## src/rtl/instr_fetch_unit.sv

```systemverilog
// rtl/instr_fetch_unit.sv - multicycle instruction fetch stage with redirect handling
// Optional FETCH_ALIGN_CHECK_EN: misaligned pc on fetch_en raises fetch_err without a memory request.
module instr_fetch_unit #(
  parameter logic [31:0] RESET_PC       = 32'h0000_0000,
  parameter int          TIMEOUT_CYCLES = 16
) (
  input  logic        clk,
  input  logic        rst_n,
  input  logic        fetch_en,
  input  logic        pc_wr,
  input  logic [31:0] pc_wdata,
  input  logic        pc_inc,
  output logic        imem_req,
  output logic [31:0] imem_addr,
  input  logic        imem_gnt,
  input  logic        imem_rvalid,
  input  logic [31:0] imem_rdata,
  output logic [31:0] instr,
  output logic [31:0] instr_pc,
  output logic [31:0] pc,
  output logic        decode_en,
  output logic        busy,
  output logic        fetch_err
);

  typedef enum logic [2:0] {IDLE, REQ, WAIT, DONE, ERR} state_t;

  localparam logic [7:0] TMO_LAST = 8'(TIMEOUT_CYCLES - 1);
  localparam logic [31:0] NOP     = 32'h0000_0013;

  state_t      state;
  logic [7:0]  tmo_cnt;
  logic        pend_vld;
  logic [31:0] pend_pc;
  logic [31:0] idle_pc;
  logic [31:0] ret_pc;

  // pc seen by a fetch launched this cycle: redirect beats increment
  always_comb begin
    idle_pc = pc;
    if (pc_wr)
      idle_pc = pc_wdata;
    else if (pc_inc)
      idle_pc = pc + 32'd4;
  end

  // pc applied on the edge that returns to IDLE; a redirect in the last busy cycle still counts
  always_comb begin
    ret_pc = pc;
    if (pc_wr)
      ret_pc = pc_wdata;
    else if (pend_vld)
      ret_pc = pend_pc;
  end

  always_ff @(posedge clk or negedge rst_n) begin
    if (!rst_n) begin
      state     <= IDLE;
      pc        <= RESET_PC;
      instr     <= NOP;
      instr_pc  <= RESET_PC;
      imem_req  <= 1'b0;
      imem_addr <= RESET_PC;
      decode_en <= 1'b0;
      busy      <= 1'b0;
      fetch_err <= 1'b0;
      tmo_cnt   <= 8'd0;
      pend_vld  <= 1'b0;
      pend_pc   <= 32'd0;
    end else begin
      decode_en <= 1'b0;
      case (state)
        IDLE: begin
          pc <= idle_pc;
          if (fetch_en) begin
            fetch_err <= 1'b0;
            busy      <= 1'b1;
`ifdef FETCH_ALIGN_CHECK_EN
            if (idle_pc[1:0] != 2'b00) begin
              state     <= ERR;
              fetch_err <= 1'b1;
            end else
`endif
            begin
              state     <= REQ;
              imem_req  <= 1'b1;
              imem_addr <= {idle_pc[31:2], 2'b00};
            end
          end
        end
        REQ: begin
          if (pc_wr) begin
            pend_vld <= 1'b1;
            pend_pc  <= pc_wdata;
          end
          if (imem_gnt) begin
            imem_req <= 1'b0;
            tmo_cnt  <= 8'd0;
            if (imem_rvalid) begin
              instr     <= imem_rdata;
              instr_pc  <= imem_addr;
              decode_en <= 1'b1;
              state     <= DONE;
            end else begin
              state <= WAIT;
            end
          end
        end
        WAIT: begin
          if (pc_wr) begin
            pend_vld <= 1'b1;
            pend_pc  <= pc_wdata;
          end
          if (imem_rvalid) begin
            instr     <= imem_rdata;
            instr_pc  <= imem_addr;
            decode_en <= 1'b1;
            state     <= DONE;
          end else if (tmo_cnt == TMO_LAST) begin
            fetch_err <= 1'b1;
            state     <= ERR;
          end else begin
            tmo_cnt <= tmo_cnt + 8'd1;
          end
        end
        DONE, ERR: begin
          pc       <= ret_pc;
          pend_vld <= 1'b0;
          busy     <= 1'b0;
          state    <= IDLE;
        end
        default: begin
          imem_req <= 1'b0;
          busy     <= 1'b0;
          state    <= IDLE;
        end
      endcase
    end
  end

endmodule

```

## config.mk

```make
export PLATFORM = sky130hd
export DESIGN_NAME = instr_fetch_unit
export DESIGN_NICKNAME = d
export VERILOG_FILES = /design/src/rtl/instr_fetch_unit.sv
export SDC_FILE = /design/constraint.sdc
export NUM_CORES = 1
export LEC_CHECK = 0
export CAP_MARGIN = 10
export CORE_MARGIN = 3
export CORE_UTILIZATION = 54
export CTS_CLUSTER_SIZE = 24
export DETAILED_ROUTE_END_ITERATION = 10
export HOLD_SLACK_MARGIN = 0.06
export PLACE_DENSITY = 0.95
export SLEW_MARGIN = 10
export SYNTH_ARGS = -nofsm -noshare
export SYNTH_HDL_FRONTEND = slang
export SYNTH_SLANG_ARGS = --single-unit
```

## constraint.sdc

```tcl
create_clock -name clk -period 3.4 [get_ports clk]
set_input_delay 0.51 -clock clk [delete_from_list [all_inputs] [get_ports clk]]
set_output_delay 0.51 -clock clk [all_outputs]
set_load 0.01 [all_outputs]
```

* Word-level counts from Yosys, hierarchy flattened
Index checks and enable logic that the tools add are counted.
** Cells by class
- Add/sub/neg operators :: 2
- Equal/unequal tests :: 14
- Mux-type cells :: 34
- Bitwise logic cells :: 2
- Reduce and logical (&&, ||, !) cells :: 19
** Operators by type and width (number)
- 32-bit two-way mux :: 8
- 32-bit case mux with 2 select lines :: 3
- 32-bit by 3-bit adder with 32-bit output (second input constant) :: 1
- 8-bit two-way mux :: 3
- 8-bit case mux with 2 select lines :: 1
- 3-bit two-way mux :: 4
- 2-bit AND reduction :: 6
- 2-bit != test (second input constant) :: 5
- 1-bit two-way mux :: 9
- 3-bit != test (second input constant) :: 3
- 3-bit case mux with 3 select lines :: 1
- 3-bit AND reduction :: 3
- 8-bit by 1-bit adder with 8-bit output (second input constant) :: 1
- 8-bit by 4-bit == test with 1-bit output (second input constant) :: 1
- 1-bit case mux with 2 select lines :: 4
- 4-bit AND reduction :: 2
- 2-bit nonzero test :: 4
- 3-bit by 2-bit == test with 1-bit output (second input constant) :: 2
- 2-bit OR reduction :: 2
- 3-bit by 1-bit == test with 1-bit output (second input constant) :: 1
- 3-bit == test (second input constant) :: 1
- 3-bit logical NOT :: 1
- 1-bit case mux with 3 select lines :: 1
- 3-bit OR reduction :: 1
- 2 further kinds :: 3
** Storage, ports and cells
- Bits in registers :: 174
- Input port bits :: 71
- Word-level logic and storage cells :: 84

* Depth between registers and ports, before layout
Gate-level depths: netlist of run 1.
- Depth after elaboration :: 4
- Mapped depth :: 7

* Least setup slack after synthesis of run 1
OpenSTA, ideal clock, no wires.
- Path type :: input to register
- Start point :: input port pc_inc
- End point :: register pc[31]
- Setup time :: 0.121 ns
- Data arrival time :: 2.016 ns
- Required time :: 3.279 ns
- Setup slack :: 1.263 ns
- Stages on the path :: 7
- Path buffers :: 2
- Path through :: buf_2 nand4_2 or3_1 buf_2 or3_1 a21o_1 a22o_1
** Between the ends
- Word-level cells in the longest chain between the ends :: 3
** RTL lines
- start: declaration :: RTL line 12 : input logic pc_inc,
- 32-bit two-way mux :: RTL line 43 : else if (pc_inc)
- 32-bit two-way mux :: RTL line 41 : if (pc_wr)
- 32-bit case mux with 2 select lines :: RTL line 72 : case (state)
- end signal: assignment :: RTL line 74 : pc <= idle_pc;
- end signal: assignment :: RTL line 127 : pc <= ret_pc;
- end: declaration :: RTL line 20 : output logic [31:0] pc,
Every way passes these cells. The select of a mux whose other input is x is not followed.
A chain may end at the register's enable or synchronous reset.

* Worst setup path in the final report of run 1
- Start point :: register state[0]
- End point :: register pc[16]
** Between the ends
- Word-level cells in the longest chain between the ends :: 4
** RTL lines
- start: declaration :: RTL line 31 : state_t state;
- start signal: assignment :: RTL line 58 : state <= IDLE;
- start signal: assignment :: RTL line 85 : state <= REQ;
- start signal: assignment :: RTL line 103 : state <= DONE;
- 3-bit by 2-bit == test with 1-bit output / 3-bit == test (equally long branches) :: RTL line 72
- 2-bit OR reduction
- 3-bit != test (no line) / 2-bit nonzero test (equally long branches)
- 2-bit AND reduction (no line)
Parallel ways exist; a longest one is shown, timed or not.

==> impl_metrics.tcl, run 1 <==
set metrics [dict create \
    drt_wl_total_microns 23200 \
    avgSynthCellArea_sq_um 10.9 \
    drc 0 \
    critPathBufInv 1 \
    finClkSkew_ps 9.85 \
    hold_class "input port to async pin" \
    ys_seq_elements 172 \
    maxCapViolations 0 \
    synth_cell_types 62 \
    fin_crit_ps 2630 \
    die_h_microns 130 \
    grt_max_degree 76 \
    die_area_sq_mm 0.0170 \
    synth_area_leaders "dfrtp_1, mux2_2, o21ai_0" \
    clk-insertion-delay-late_ps 430 \
    cpMaxStageDelayCell "dfrtp_1" \
    area_growth_pct 32.0 \
    cts_buffers 17 \
    synth_edf_count 0 \
    drtIter0Drc 557 \
    coreArea_sq_mm 0.0149 \
    antenna_found_initial 1 \
    r2r-start "state[0]" \
    tns_ps 0 \
    dr_total_vias 7126 \
    crit_type "flop to flop" \
    grt_overflow_total 0 \
    power.total_uw 10200 \
    max_stage_delay_ps 600 \
    leakage_uw 0.00452 \
    cts_hold_buffers 0 \
    postCtsSetupBuffers 0 \
    max_freq_mhz 380 \
    synth_common_cells "dfrtp_1, mux2_2, nand2_1, o21ai_0, nor2_1" \
    finalSetupViolations 0 \
    netlist_area_sq_mm 0.00836 \
    yosysTopAreaCell "dfrtp_1" \
    die_x_microns 130 \
    num-nets-final 1025 \
    root_buffer "clkbuf_16" \
    dp_hpwl_microns 16000 \
    clock_sinks 172 \
    synthArstFlopShare_pct 100 \
    cts.clk_slew.worst_paths_ps 70 \
    synthCells 769 \
    synth_most_common_cell "dfrtp_1" \
    ys_warn_count 0 \
    worst_slew_pin_slew_ps 907 \
    grt_pass1_wl_microns 36400 \
    critPathTopFamily "simple AND/OR/NAND/NOR gates" \
    rows 44 \
    cts_resized 0 \
    ioPinCount 203 \
    worstSetupEndpointType "flop" \
    status "completed" \
    clockBufferDepth 2 \
    slew_violations 0 \
    crit_fanout 21 \
    synth_top_cell_area_share_pct 50.6 \
    fin_crit_sh_pct 77.4 \
    powerDensity_mw_per_mm2 926 \
    startpoint "state[0]" \
    wl_per_cell_microns 20.2 \
    rsz0062_at_grt "false" \
    routed_via_density 6.20 \
    cts_tree "built" \
    grt_pass1_vias 7062 \
    port_buffers 198 \
    hold_viol_final 0 \
    dr.pass1.iters 5 \
    start_util_pct 56.3 \
    final_antenna_net_count 0 \
    crit_chain "or3b_2 > nand3_1 > buf_4 > o311ai_0 > a22o_1" \
    synth_flop_cell "dfrtp_1" \
    worstPathArrival_ps 2940 \
    cts_max_level 4 \
    maxSlewHeadroom_pct 39.3 \
    ys_seq_area_share_pct 51.5 \
    reg2reg_depth 5 \
    drive_gt1_share_pct 16.2 \
    place.gp.congestion 0.911 \
    rrSetupSlack_ps 770 \
    regToRegEndpoint "pc[16]" \
    start_kind "flop" \
    ir_drop_mv 0.589 \
    grt_use_total_pct 27.3 \
    cp.required_ps 3700 \
]
layout by cell type (no fill, tap or decap), types with 8 or more instances in the layout:
cell type | Yosys | final
xor2_1 | 12 | 12
dfrtp_1 | 169 | 169
o31ai_1 | 11 | 11
nand2b_1 | 10 | 10
nor4_1 | 10 | 10
mux2_2 | 99 | 99
inv_1 | 12 | 12
nand2_1 | 71 | 70
buf_4 | 5 | 12
a21oi_1 | 19 | 19
a31oi_1 | 10 | 10
a22o_1 | 9 | 9
mux2i_1 | 8 | 8
clkbuf_1 | 30 | 9
nor2_1 | 34 | 34
o31a_1 | 13 | 13
xnor2_1 | 13 | 13
clkbuf_16 | 0 | 17
clkdlybuf4s50_1 | 0 | 196
nor3_1 | 14 | 14
nand3_1 | 29 | 29
o21ai_0 | 60 | 60
nand4_1 | 11 | 11
stage by stage:
| stage | setup slack (ps) | hold WS (ps) | area (sq um) | util (%) | std cells |
|---|---|---|---|---|---|
| final | 768 | 110 | 11000 | 74.2 | 1150 |
| after global routing | 644 | 156 | 11000 | 74.2 | 1150 |
| after CTS | 825 | 132 | 11000 | 74.2 | 1149 |
| after detailed placement | 451 | 472 | 10500 | 70.6 | 1117 |
| after global placement | 598 | 463 | 10500 | 70.6 | 1117 |
| after floorplan | 1260 | 214 | 8370 | - | 772 |
kinds of logic after synthesis:
family,Yosys count,share of synthesized area (%)
compound gates,181,14.6
xor+xnor,25,2.62
fa+ha+maj,2,0.299
buf+inv,63,3.29
flops,172,51.5
mux,107,14.3
other cells,1,0.0448
simple gates,218,13.3
worst reg2reg max path: cells and delay by family, from the launching register on:
kind / cells / cell delay (ps)
buf+inv: 1 / 380
compound gates: 2 / 430
simple gates: 2 / 1090
flops: 1 / 600
metal layers:
layer | part of all wire, % | global-route usage, %
met3 | 9.4 | 6.75
met2 | 50 | 46.6
met1 | 38 | 33.7
met4 | 2.5 | 10.2
met5 | 0 | 0
final cells by class:
| type | instances | area, sq um |
|---|---|---|
| diodes | 1 | 2.50 |
| clock buffers | 28 | 487 |
| clock inverters | 4 | 45.0 |
| fillers | 990 | 3830 |
| inverters | 12 | 45.0 |
| multi-input cells | 537 | 3810 |
| flip-flops and latches | 172 | 4310 |
| well taps | 184 | 230 |
| repair buffers | 212 | 2110 |
worst max-delay path by stage:
| stage | slack, ps | depth (start not counted) | to |
|---|---|---|---|
| floorplan | 1260 | 7 | pc[31] |
| global placement | 600 | 6 | pc[31] |
| detailed placement | 450 | 6 | pc[23] |
| CTS | 830 | 5 | pc[23] |
| global route | 640 | 5 | pc[16] |
| finish | 770 | 5 | pc[16] |
power by group:
group	internal, uW	switching, uW	total [uW]
combinational	2500	2030	4530
clock	1040	753	1800
sequential	3010	875	3890
total	6560	3660	10200
flip-flops by register name, summed over array words and instances, names as in the netlist:
| name | cells |
|---|---|
| fetch_err | 1 |
| pc | 32 |
| imem_req | 1 |
| state | 3 |
| tmo_cnt | 8 |
| busy | 1 |
| instr_pc | 30 |
| pend_vld | 1 |
| imem_addr | 30 |
| pend_pc | 32 |
| instr | 32 |
| decode_en | 1 |
Note: power is estimated with default switching activity, not from simulation.
==> run 2, diff against run 1 <==
--- a/config.mk
+++ b/config.mk
@@ -7,11 +7,11 @@
 export LEC_CHECK = 0
 export CAP_MARGIN = 10
 export CORE_MARGIN = 3
-export CORE_UTILIZATION = 54
+export CORE_UTILIZATION = 50
 export CTS_CLUSTER_SIZE = 24
 export DETAILED_ROUTE_END_ITERATION = 10
 export HOLD_SLACK_MARGIN = 0.06
-export PLACE_DENSITY = 0.95
+export PLACE_DENSITY = 0.92
 export SLEW_MARGIN = 10
 export SYNTH_ARGS = -nofsm -noshare
 export SYNTH_HDL_FRONTEND = slang
==> constraint.sdc (replaced) <==
create_clock -name clk -period 2.49 [get_ports clk]
set_input_delay 0.3735 -clock clk [delete_from_list [all_inputs] [get_ports clk]]
set_output_delay 0.3735 -clock clk [all_outputs]
set_load 0.01 [all_outputs]
==> impl_metrics.tcl, run 2 (synthesis results as in run 1) <==
set metrics [dict create \
    status "completed" \
    worstPathArrival_ps 2690 \
    grt_pass1_vias 7138 \
    rows 46 \
    final_antenna_net_count 0 \
    dr_total_vias 7137 \
    startpoint "state[0]" \
    grt_use_total_pct 25.6 \
    die_h_microns 135 \
    grt_max_degree 70 \
    antenna_found_initial 0 \
    hold_class "flop to flop" \
    clk-insertion-delay-late_ps 430 \
    start_util_pct 51.9 \
    final_common_cell "clkdlybuf4s50_1" \
    r2r-start "state[0]" \
    final_cell_mix "clkdlybuf4s50_1, dfrtp_1, mux2_2" \
    p_seq_share_pct 37.3 \
    maxSlewHeadroom_pct 21.1 \
    critPathBufInv 0 \
    tns_ps 0 \
    fin_crit_sh_pct 94.0 \
    pwr-share-clk_pct 18.0 \
    crit_chain "or3b_2 > nand2_1 > nor2_1 > a21oi_1 > o2bb2ai_1" \
    maxUsedRoutingLayer "met4" \
    die_x_microns 135 \
    rsz0062_at_grt "false" \
    p_comb_share_pct 44.7 \
    port_buffers 198 \
    finClkSkew_ps 10.8 \
    internal-power_uw 9000 \
    sw_frac_of_total_pct 36.2 \
    area_growth_pct 35.0 \
    cts.clk_slew.worst_paths_ps 60 \
    cp.required_ps 2840 \
    wl_met3_microns 2170 \
    place.gp.congestion 0.863 \
    num-nets-final 1045 \
    routed_via_density 5.94 \
    clock_sinks 172 \
    coreArea_sq_mm 0.0161 \
    fin_crit_ps 2340 \
    largest_registers "instr x32, pc x32, pend_pc x32" \
    hold_viol_final 0 \
    crit_cells 5 \
    num-fill-cells 1189 \
    cts_tree "built" \
    clockBufferDepth 2 \
    cts_buffers 17 \
    regArea_sq_mm 0.00431 \
    maxCapViolations 0 \
    root_buffer "clkbuf_16" \
    drive_gt1_share_pct 18.7 \
    reg2reg_depth 5 \
    critPathTopFamily "simple AND/OR/NAND/NOR gates" \
    crit_fanout 13 \
    endpoint "pc[27]" \
    max_freq_mhz 427 \
    grt_overflow_total 0 \
    ir_drop_mv 0.732 \
    slew_violations 0 \
    cpMaxStageDelayCell "nor2_1" \
    ioPinCount 203 \
    drt_wl_total_microns 23400 \
    drtIter0Drc 581 \
    met1_length_microns 9290 \
    worst_slew_pin_slew_ps 1180 \
    regToRegEndpoint "pc[27]" \
    cts_max_level 4 \
    max_stage_delay_ps 800 \
    die_area_sq_mm 0.0183 \
    num_antenna_cells 0 \
    multi_input_area_sq_mm 0.00381 \
    pre_cts_ws_ps 85.8 \
    timing.final.ws_setup_ps 150 \
    powerDensity_mw_per_mm2 1250 \
    p_switching_uw 5110 \
    dp_hpwl_microns 16600 \
    drc 0 \
    crit_type "flop to flop" \
    finalSetupViolations 0 \
    holdPathStages 1 \
    grt_pass1_wl_microns 37100 \
    dr_wl_met2_microns 11400 \
    dr.pass1.iters 5 \
    wl_per_cell_microns 19.5 \
    start_kind "flop" \
    rrSetupSlack_ps 150 \
    leakage_uw 0.00463 \
    worstSetupEndpointType "flop" \
]
-- run 2: changes by cell type in the layout (fill, tap and decap cells not counted), sizes merged --
| cell | before | now |
|---|---|---|
| buf | 16 | 35 |
| clkbuf | 28 | 18 |
| clkinv | 3 | 7 |
| clkinvlp | 0 | 5 |
| diode | 1 | 0 |
| dlygate4sd3 | 0 | 1 |
| inv | 12 | 13 |
-- run 2: metrics by stage --
| step | util, % | hold slack, ps | total power (uW) | cell area, sq um | instances |
|---|---|---|---|---|---|
| floorplan | - | 77.9 | 8310 | 8370 | 772 |
| global placement | 66.5 | 428 | 11300 | 10700 | 1168 |
| detailed placement | 66.5 | 437 | 11600 | 10700 | 1168 |
| CTS | 70.1 | 472 | 14200 | 11300 | 1201 |
| global route | 70.1 | 505 | 14900 | 11300 | 1201 |
| finish | 70.1 | 489 | 14100 | 11300 | 1201 |
-- run 2: metal layers --
| metal | track usage, % | up-vias |
|---|---|---|
| met2 | 43.2 | 372 |
| met1 | 32.0 | 3464 |
| met5 | 0 | - |
| met3 | 7.02 | 52 |
| li1 | - | 3249 |
| met4 | 8.85 | 0 |
-- run 2: layout make-up --
class                           count  share of cell area, %
Inverter                           12                  0.399
Timing Repair Buffer              232                   20.4
Multi-Input combinational cell    537                   33.7
Clock buffer                       18                   3.89
Clock inverter                     14                   1.09
Sequential cell                   172                   38.1
Tap cell                          216                   2.39
-- run 2: power by group through the flow --
stage	combinational, uW	clock (uW)	sequential [uW]
after CTS	6350	2570	5240
after global routing	6790	2730	5420
after global placement	6100	0	5190
final	6310	2530	5260
after floorplan	2880	0	5440
after detailed placement	6310	0	5270
-- run 2: repair_timing --
item,in CTS,in global routing
setup buffers,0,0
resized for setup,0,0
setup endpoints to repair,0,0
endpoints found under the hold margin,62,0
hold buffers,1,0
-- run 2: how the worst min path moves through the flow --
stage | start | end | slack (ps)
final | fetch_err | fetch_err | 490
after global routing | fetch_err | fetch_err | 510
after CTS | pc_wr | imem_addr[18] | 470
after detailed placement | rst_n | instr_pc[29] | 440
after global placement | rst_n | instr[22] | 430
after floorplan | rst_n | busy | 80
